## src/rtl/instr_fetch_unit.sv

```systemverilog
// Instruction fetch stage: owns the fetch PC, buffers {pc, instr} pairs and hands them to decode over valid/ready.
// Optional FETCH_STATS_EN macro adds fetch_cnt / stall_cnt performance counters.
module instr_fetch_unit #(
  parameter int              XLEN      = 32,
  parameter logic [XLEN-1:0] RESET_PC  = '0,
  parameter int              BUF_DEPTH = 2
) (
  input  logic            clk,
  input  logic            reset_n,
  output logic [XLEN-1:0] imem_addr,
  input  logic [XLEN-1:0] imem_rdata,
  input  logic            redirect_valid,
  input  logic [XLEN-1:0] redirect_target,
  output logic            if_valid,
  output logic [XLEN-1:0] if_pc,
  output logic [XLEN-1:0] if_instr,
  input  logic            if_ready,
  output logic            misalign_err
`ifdef FETCH_STATS_EN
  ,
  output logic [31:0]     fetch_cnt,
  output logic [31:0]     stall_cnt
`endif
);

  localparam int PTR_W = $clog2(BUF_DEPTH);
  localparam int CNT_W = PTR_W + 1;
  localparam logic [CNT_W-1:0] DEPTH_C = CNT_W'(BUF_DEPTH);

  typedef struct packed {
    logic [XLEN-1:0] pc;
    logic [XLEN-1:0] instr;
  } entry_t;

  logic [XLEN-1:0]  fpc;
  logic [PTR_W-1:0] rd_ptr;
  logic [PTR_W-1:0] wr_ptr;
  logic [CNT_W-1:0] count;
  logic [CNT_W-1:0] count_nxt;
  entry_t           entries [BUF_DEPTH];

  logic pop;
  logic push;
  logic wr_en;

  assign imem_addr = fpc;
  assign if_valid  = (count != '0);

  // NOTE: every signal assigned in always_comb gets a default first, so no path can infer a latch.
  always_comb begin
    if_pc    = '0;
    if_instr = '0;
    if (if_valid) begin
      if_pc    = entries[rd_ptr].pc;
      if_instr = entries[rd_ptr].instr;
    end
  end

  // A full buffer still accepts a new word when the head leaves in the same cycle.
  always_comb begin
    pop   = if_valid & if_ready;
    push  = (count < DEPTH_C) | pop;
    wr_en = push & ~redirect_valid;
    case ({push, pop})
      2'b10:   count_nxt = count + CNT_W'(1);
      2'b01:   count_nxt = count - CNT_W'(1);
      default: count_nxt = count;
    endcase
  end

  // NOTE: sequential state uses non-blocking assignments so every flop samples pre-edge values.
  always_ff @(posedge clk or negedge reset_n) begin
    if (!reset_n) begin
      fpc          <= RESET_PC;
      rd_ptr       <= '0;
      wr_ptr       <= '0;
      count        <= '0;
      misalign_err <= 1'b0;
    end else if (redirect_valid) begin
      // Redirect outranks everything: flush, drop any handshake, reload aligned PC.
      fpc          <= {redirect_target[XLEN-1:2], 2'b00};
      rd_ptr       <= '0;
      wr_ptr       <= '0;
      count        <= '0;
      misalign_err <= (redirect_target[1:0] != 2'b00);
    end else begin
      misalign_err <= 1'b0;
      count        <= count_nxt;
      if (push) begin
        fpc    <= fpc + XLEN'(4);
        wr_ptr <= wr_ptr + PTR_W'(1);
      end
      if (pop) begin
        rd_ptr <= rd_ptr + PTR_W'(1);
      end
    end
  end

  // NOTE: buffer storage has no reset; outputs are gated by count, so stale contents are never visible.
  always_ff @(posedge clk) begin
    if (wr_en) begin
      entries[wr_ptr] <= '{pc: fpc, instr: imem_rdata};
    end
  end

`ifdef FETCH_STATS_EN
  always_ff @(posedge clk or negedge reset_n) begin
    if (!reset_n) begin
      fetch_cnt <= '0;
      stall_cnt <= '0;
    end else begin
      if (wr_en) begin
        fetch_cnt <= fetch_cnt + 32'd1;
      end
      if (if_valid && !if_ready) begin
        stall_cnt <= stall_cnt + 32'd1;
      end
    end
  end
`endif

endmodule

```

## config.mk

```make
export PLATFORM = sky130hd
export DESIGN_NAME = instr_fetch_unit
export DESIGN_NICKNAME = d
export VERILOG_FILES = /design/src/rtl/instr_fetch_unit.sv
export SDC_FILE = /design/constraint.sdc
export NUM_CORES = 1
export LEC_CHECK = 0
export ABC_AREA = 1
export BUFFER_PORTS_ARGS = -buffer_cell sky130_fd_sc_hd__buf_2
export CORE_MARGIN = 5
export CORE_UTILIZATION = 58
export DETAILED_ROUTE_END_ITERATION = 10
export GPL_TIMING_DRIVEN = 1
export HOLD_SLACK_MARGIN = 0.05
export PLACE_DENSITY_LB_ADDON = 0.15
export SYNTH_ARGS = -nofsm -noshare
export SYNTH_HDL_FRONTEND = slang
export SYNTH_SLANG_ARGS = --single-unit
```

## constraint.sdc

```tcl
create_clock -name clk -period 9.8 [get_ports clk]
set_input_delay 0 -clock clk [delete_from_list [all_inputs] [get_ports clk]]
set_output_delay 0 -clock clk [all_outputs]
set_load 0.02 [all_outputs]
```

# Yosys cells after proc, flatten, opt, wreduce, memory -nomap -nowiden
# Memory sizes are Yosys's and may differ from the RTL's.
# Cells that the tools add are included.
[word_totals]
regBits = 37
mem_bits_rw = 128
in_bits = 68
out_inout_bits = 98
elab_cells = 36
mem_count = 1
[classes]
addsub = 5
n_lt_le_gt_ge = 1
eq_ne = 2
mux = 13
n_bitwise = 4
n_reduce_logical = 5
[memory_table]
columns = ["name", "depth", "word_bits", "rd", "rd_clocked_by_memory_dff", "wr", "line_no", "rtl"]
rows = [
  ["entries", 2, 64, 1, 0, 1, "40", "entry_t entries [BUF_DEPTH];"],
]
[ops]
columns = ["cell", "count"]
rows = [
  ["$mux W32", 4],
  ["$add A32 B3 Y32 const B", 1],
  ["$reduce_bool A2 Y1", 4],
  ["$mux W1", 7],
  ["$pmux W2 S2", 1],
  ["$reduce_bool A3 Y1", 1],
  ["$add A1 B1 Y1 const B", 2],
  ["$add A2 B1 Y2 const B", 1],
  ["$and A1 B1 Y1", 2],
  ["$eq A2 B1 Y1 const B", 1],
  ["$eq A2 B2 Y1 const B", 1],
  ["$lt A2 B2 Y1 const B", 1],
  ["$mux W2", 1],
  ["$sub A2 B1 Y2 const B", 1],
  ["$not A1 Y1", 1],
  ["$or A1 B1 Y1", 1],
]

# Logic depth before layout (Yosys ltp)
[logic_depth]
depth_word = 6
ltp_mapped = 11
mapped_depth_nobuf = 11

# Worst setup path before layout
# Ideal clock, no wire load.
[synth_timing]
path_type = "flip-flop to flip-flop"
startpoint = "reg count[1]"
endpoint = "mem entries[0][0] (netlist name) (enable)"
setup_ns = 0.483
arrival_time_ns = 3.745
required_ns = 9.317
path_slack_ns = 5.572
path_stages_with_launch = 10
n_path_buf = 0
synth_period_minus_slack_ns = 4.228
path_cell_list = "dfrtp_1 inv_1 ha_1 inv_2 nand2_2 nand2_1 inv_2 nor2_2 inv_1 nor2_1"
[synth_via]
elab_chain_len = 6
elab_cells_between_ends = 7
classes_between = "order compare (1); mux (2); bitwise (3); reduce/logical (1)"
[synth_lines]
columns = ["element", "line_no", "rtl"]
rows = [
  ["from (decl)", "38", "logic [CNT_W-1:0] count;"],
  ["from (signal assigned)", "88", "count <= count_nxt;"],
  ["$reduce_bool A2 Y1", "47", "assign if_valid = (count != '0);"],
  ["$and A1 B1 Y1", "61", "pop = if_valid & if_ready;"],
  ["$or A1 B1 Y1 *", "62", "push = (count < DEPTH_C) | pop;"],
  ["$and A1 B1 Y1 *", "63", "wr_en = push & ~redirect_valid;"],
  ["$mux W1 *", "101", "if (wr_en) begin"],
  ["$mux W1 (not written as such) *", "102", "entries[wr_ptr] <= '{pc: fpc, instr: imem_rdata};"],
  ["to (decl)", "40", ""],
]
# Mark *: on every way between the ends. The rest lies on a longest branch, timed or not.

# Worst setup path after layout
[layout_timing]
startpoint = "reg count[1]"
endpoint = "mem entries[0][53] (netlist name) (enable)"
# The elaborated chain is that of the path after synthesis.

==> flow_summary.ini <==
[clock_tree]
clock-sinks = 159
clkTransAtPathRegs_ns = 0.07
cts_buffers = 17
cts.htree.levels = 4
cts_root_buf = clkbuf_16
cts_buffer_depth = 2
cts_setup_buffers = 0
cts_tree = built
clkLatencyLatePin_ns = 0.42
ctsHoldBuffers = 66
post_cts_resize_count = 0

[setup_path]
crit_type = flop to flop
cp_slowest_cell = nor2_2
crit_required_ns = 9.86
worstSetupEndpointType = flop
worst_setup_path_start_kind = flop
crit_chain = inv_1 > ha_1 > inv_2 > nand2_2 > nand2_1 > inv_2 > nor2_2 > inv_1 > nor2_4 > buf_4
path_delay_family = buffers and inverters
path_buf_inv = 5
cp_slowest_stage_delay_ns = 0.65
cp_max_fo = 64
cp.arrival_ns = 4.26

[pwr]
swShare_pct = 39.3
p_seq_share_pct = 40.3
p_per_area_nw_per_um2 = 283
p_int_mw = 1.58
clkPwrFrac_pct = 26.1
p_comb_share_pct = 33.6
total_leakage_power_nw = 3.97
power_switching_mw = 1.02
irDropWorstVdd_uv = 136

[route]
drc = 0
firstDrtPassIters = 5
drt_iter0_drc = 524
post_drt_wl_per_cell_um = 17.1
avgViaCountPerCell = 5.46
vias = 5921
ant_nets = 0
totalWireLength_mm = 18.5

[sta]
maxSlewHeadroom_pct = 24.7
finalMaxSlewViolations = 0
setup_tns_ns = 0
rsz0062_at_grt = false
finClkSkew_ns = 0.00857
hold_viol = 0
finalCritPeriodShare_pct = 42.9
min_period_ns = 4.20
clock.fmax_ghz = 0.238
setup_violations = 0
tightestPinTransition_ns = 1.13

[final_layout]
syn_to_final_growth_pct = 30.8
fill_cells = 781
multiInputGateArea_um2 = 2160
register_area_um2 = 4600
fin_nets = 994
design_area_um2 = 9180
num_antenna_cells = 0
fin_cells = 1084
drive_gt1_share_pct = 23.3

[placement]
placed_area_um2 = 7900
port_buffers = 161
place_hpwl_mm = 11.7
finalWeightedCongestion = 0.936
placed_cells = 986

[global_route]
grt_pass1_vias = 5894
grt_pass1_wl_mm = 29.5
gr-max-usage-layer = met2
grt.met2_usage_pct = 43.9
grtUsageMet3_pct = 5.37
grt_max_degree = 65
overflow = 0
grt_usage_pct = 26.3
grt_util_met1_pct = 33.5
antenna_found_initial = 0

[logic_synthesis]
ys.flop_type = edfxtp_1
synth_area_leaders = edfxtp_1 (53%), dfrtp_1 (12%), nor2_1 (9.1%), nand2_1 (8.0%), o21ai_0 (5.2%)
synth_cells = 704
synth_most_common_cell = nor2_1
synth_common_cells = nor2_1 (171), nand2_1 (150), edfxtp_1 (124), o21ai_0 (73), nand3_1 (36)
seq_area_frac_synth_pct = 65.6
synth_top_cell_area_share_pct = 53.1
ys_seq_elements = 159
synth_top_area_cell = edfxtp_1
synth_edf_count = 124
ys_warn_count = 0
syn-cell-area_um2 = 7020
synthDistinctLibCells = 33
avgSynthCellArea_um2 = 9.97
async_flop_share_pct = 22.0

[die]
ios = 166
num_rows = 40
start_util_pct = 58.9
dieArea_um2 = 14400
design.core.area_um2 = 11900
die_w_um = 120
die_y_um = 120

[status]
status = completed

[hold_path]
hold_class = input port to flop

[flow_run]
cap_viol_max_count = 0
-- cells in the final DEF (no fill, tap or decap), drive strengths merged, types with 2 or more instances in the layout --
cell type,synthesis,routed
inv,36,40
o211ai,5,5
dfrtp,35,35
a22o,2,2
xor2,7,7
nand3,37,37
xnor2,3,3
a21oi,6,6
ha,2,2
clkbuf,23,17
nor2,179,179
edfxtp,124,124
conb,1,4
buf,8,163
o21ai,74,74
dlygate4sd3,0,66
nand2,154,154
clkinv,0,7
bufinv,0,3
o21bai,2,2
-- per-layer routing --
metal / vias up / wire [µm]
li1: 2766 / -
met1: 2810 / 7390
met2: 302 / 9180
met3: 43 / 1460
met4: 0 / 519
met5: - / 0
-- per-stage QoR --
stage | worst slack (ns) | hold WS (ns) | total power, mW | util (%)
6_report | 5.60 | 0.0937 | 2.59 | 77.0
5_1_grt | 5.21 | 0.126 | 2.72 | 77.0
4_1_cts | 5.55 | 0.0796 | 2.60 | 77.0
3_5_place_dp | 5.58 | 0.125 | 1.90 | 66.4
3_3_place_gp | 5.73 | 0.123 | 1.87 | 66.4
2_1_floorplan | 5.57 | -0.296 | 1.58 | -
-- cell type report --
class,instances,share of cell area (%)
clock inverter,15,2.03
clock buffer,17,4.64
inverter,36,1.47
multi-input combinational,481,23.6
tap,147,2.00
timing repair buffer,229,16.1
sequential,159,50.1
-- tightest hold or removal path, cell delays in order --
cell	delay (ns)
buf_2	0.28
nand2_1	0.12
a31oi_1	0.07
-- power groups by stage --
stage,clock network [mW],logic [mW],registers [mW]
final,0.677,0.872,1.04
after global routing,0.709,0.951,1.06
after CTS,0.683,0.871,1.04
after detailed placement,0,0.845,1.05
after global placement,0,0.828,1.05
after floorplan,0,0.535,1.05
-- registers in the layout (all words and copies together) (netlist names) --
name and cells:
wr_ptr 1, imem_addr 30, count 2, rd_ptr 1
entries 124, misalign_err 1
-- final timing paths --
| path | start | endpoint | slack (ns) | cells after the start |
|---|---|---|---|---|
| max | count[1] | entries[0][53] | 5.60 | 10 |
| min in group asynchronous | reset_n | imem_addr[25] | 0.22 | 2 |
| max in group asynchronous | reset_n | rd_ptr | 9.02 | 2 |
| min | redirect_valid | imem_addr[3] | 0.09 | 3 |
| min reg2reg | count[0] | count[0] | 0.57 | 2 |
| max reg2reg | count[1] | entries[0][53] | 5.60 | 10 |
-- cells by family (layout without fill, tap and decap cells) --
logic type | Yosys count | count (layout) | share of synthesized area (%)
other | 1 | 4 | 0.0535
adder cells (fa/ha/maj) | 2 | 2 | 0.357
flip-flops | 159 | 159 | 65.6
buffers and inverters | 67 | 297 | 3.98
XOR/XNOR | 10 | 10 | 1.36
AO/OA/AOI/OAI | 92 | 92 | 7.06
AND/OR/NAND/NOR | 373 | 373 | 21.6
Power figures use the tool's default switching activity.
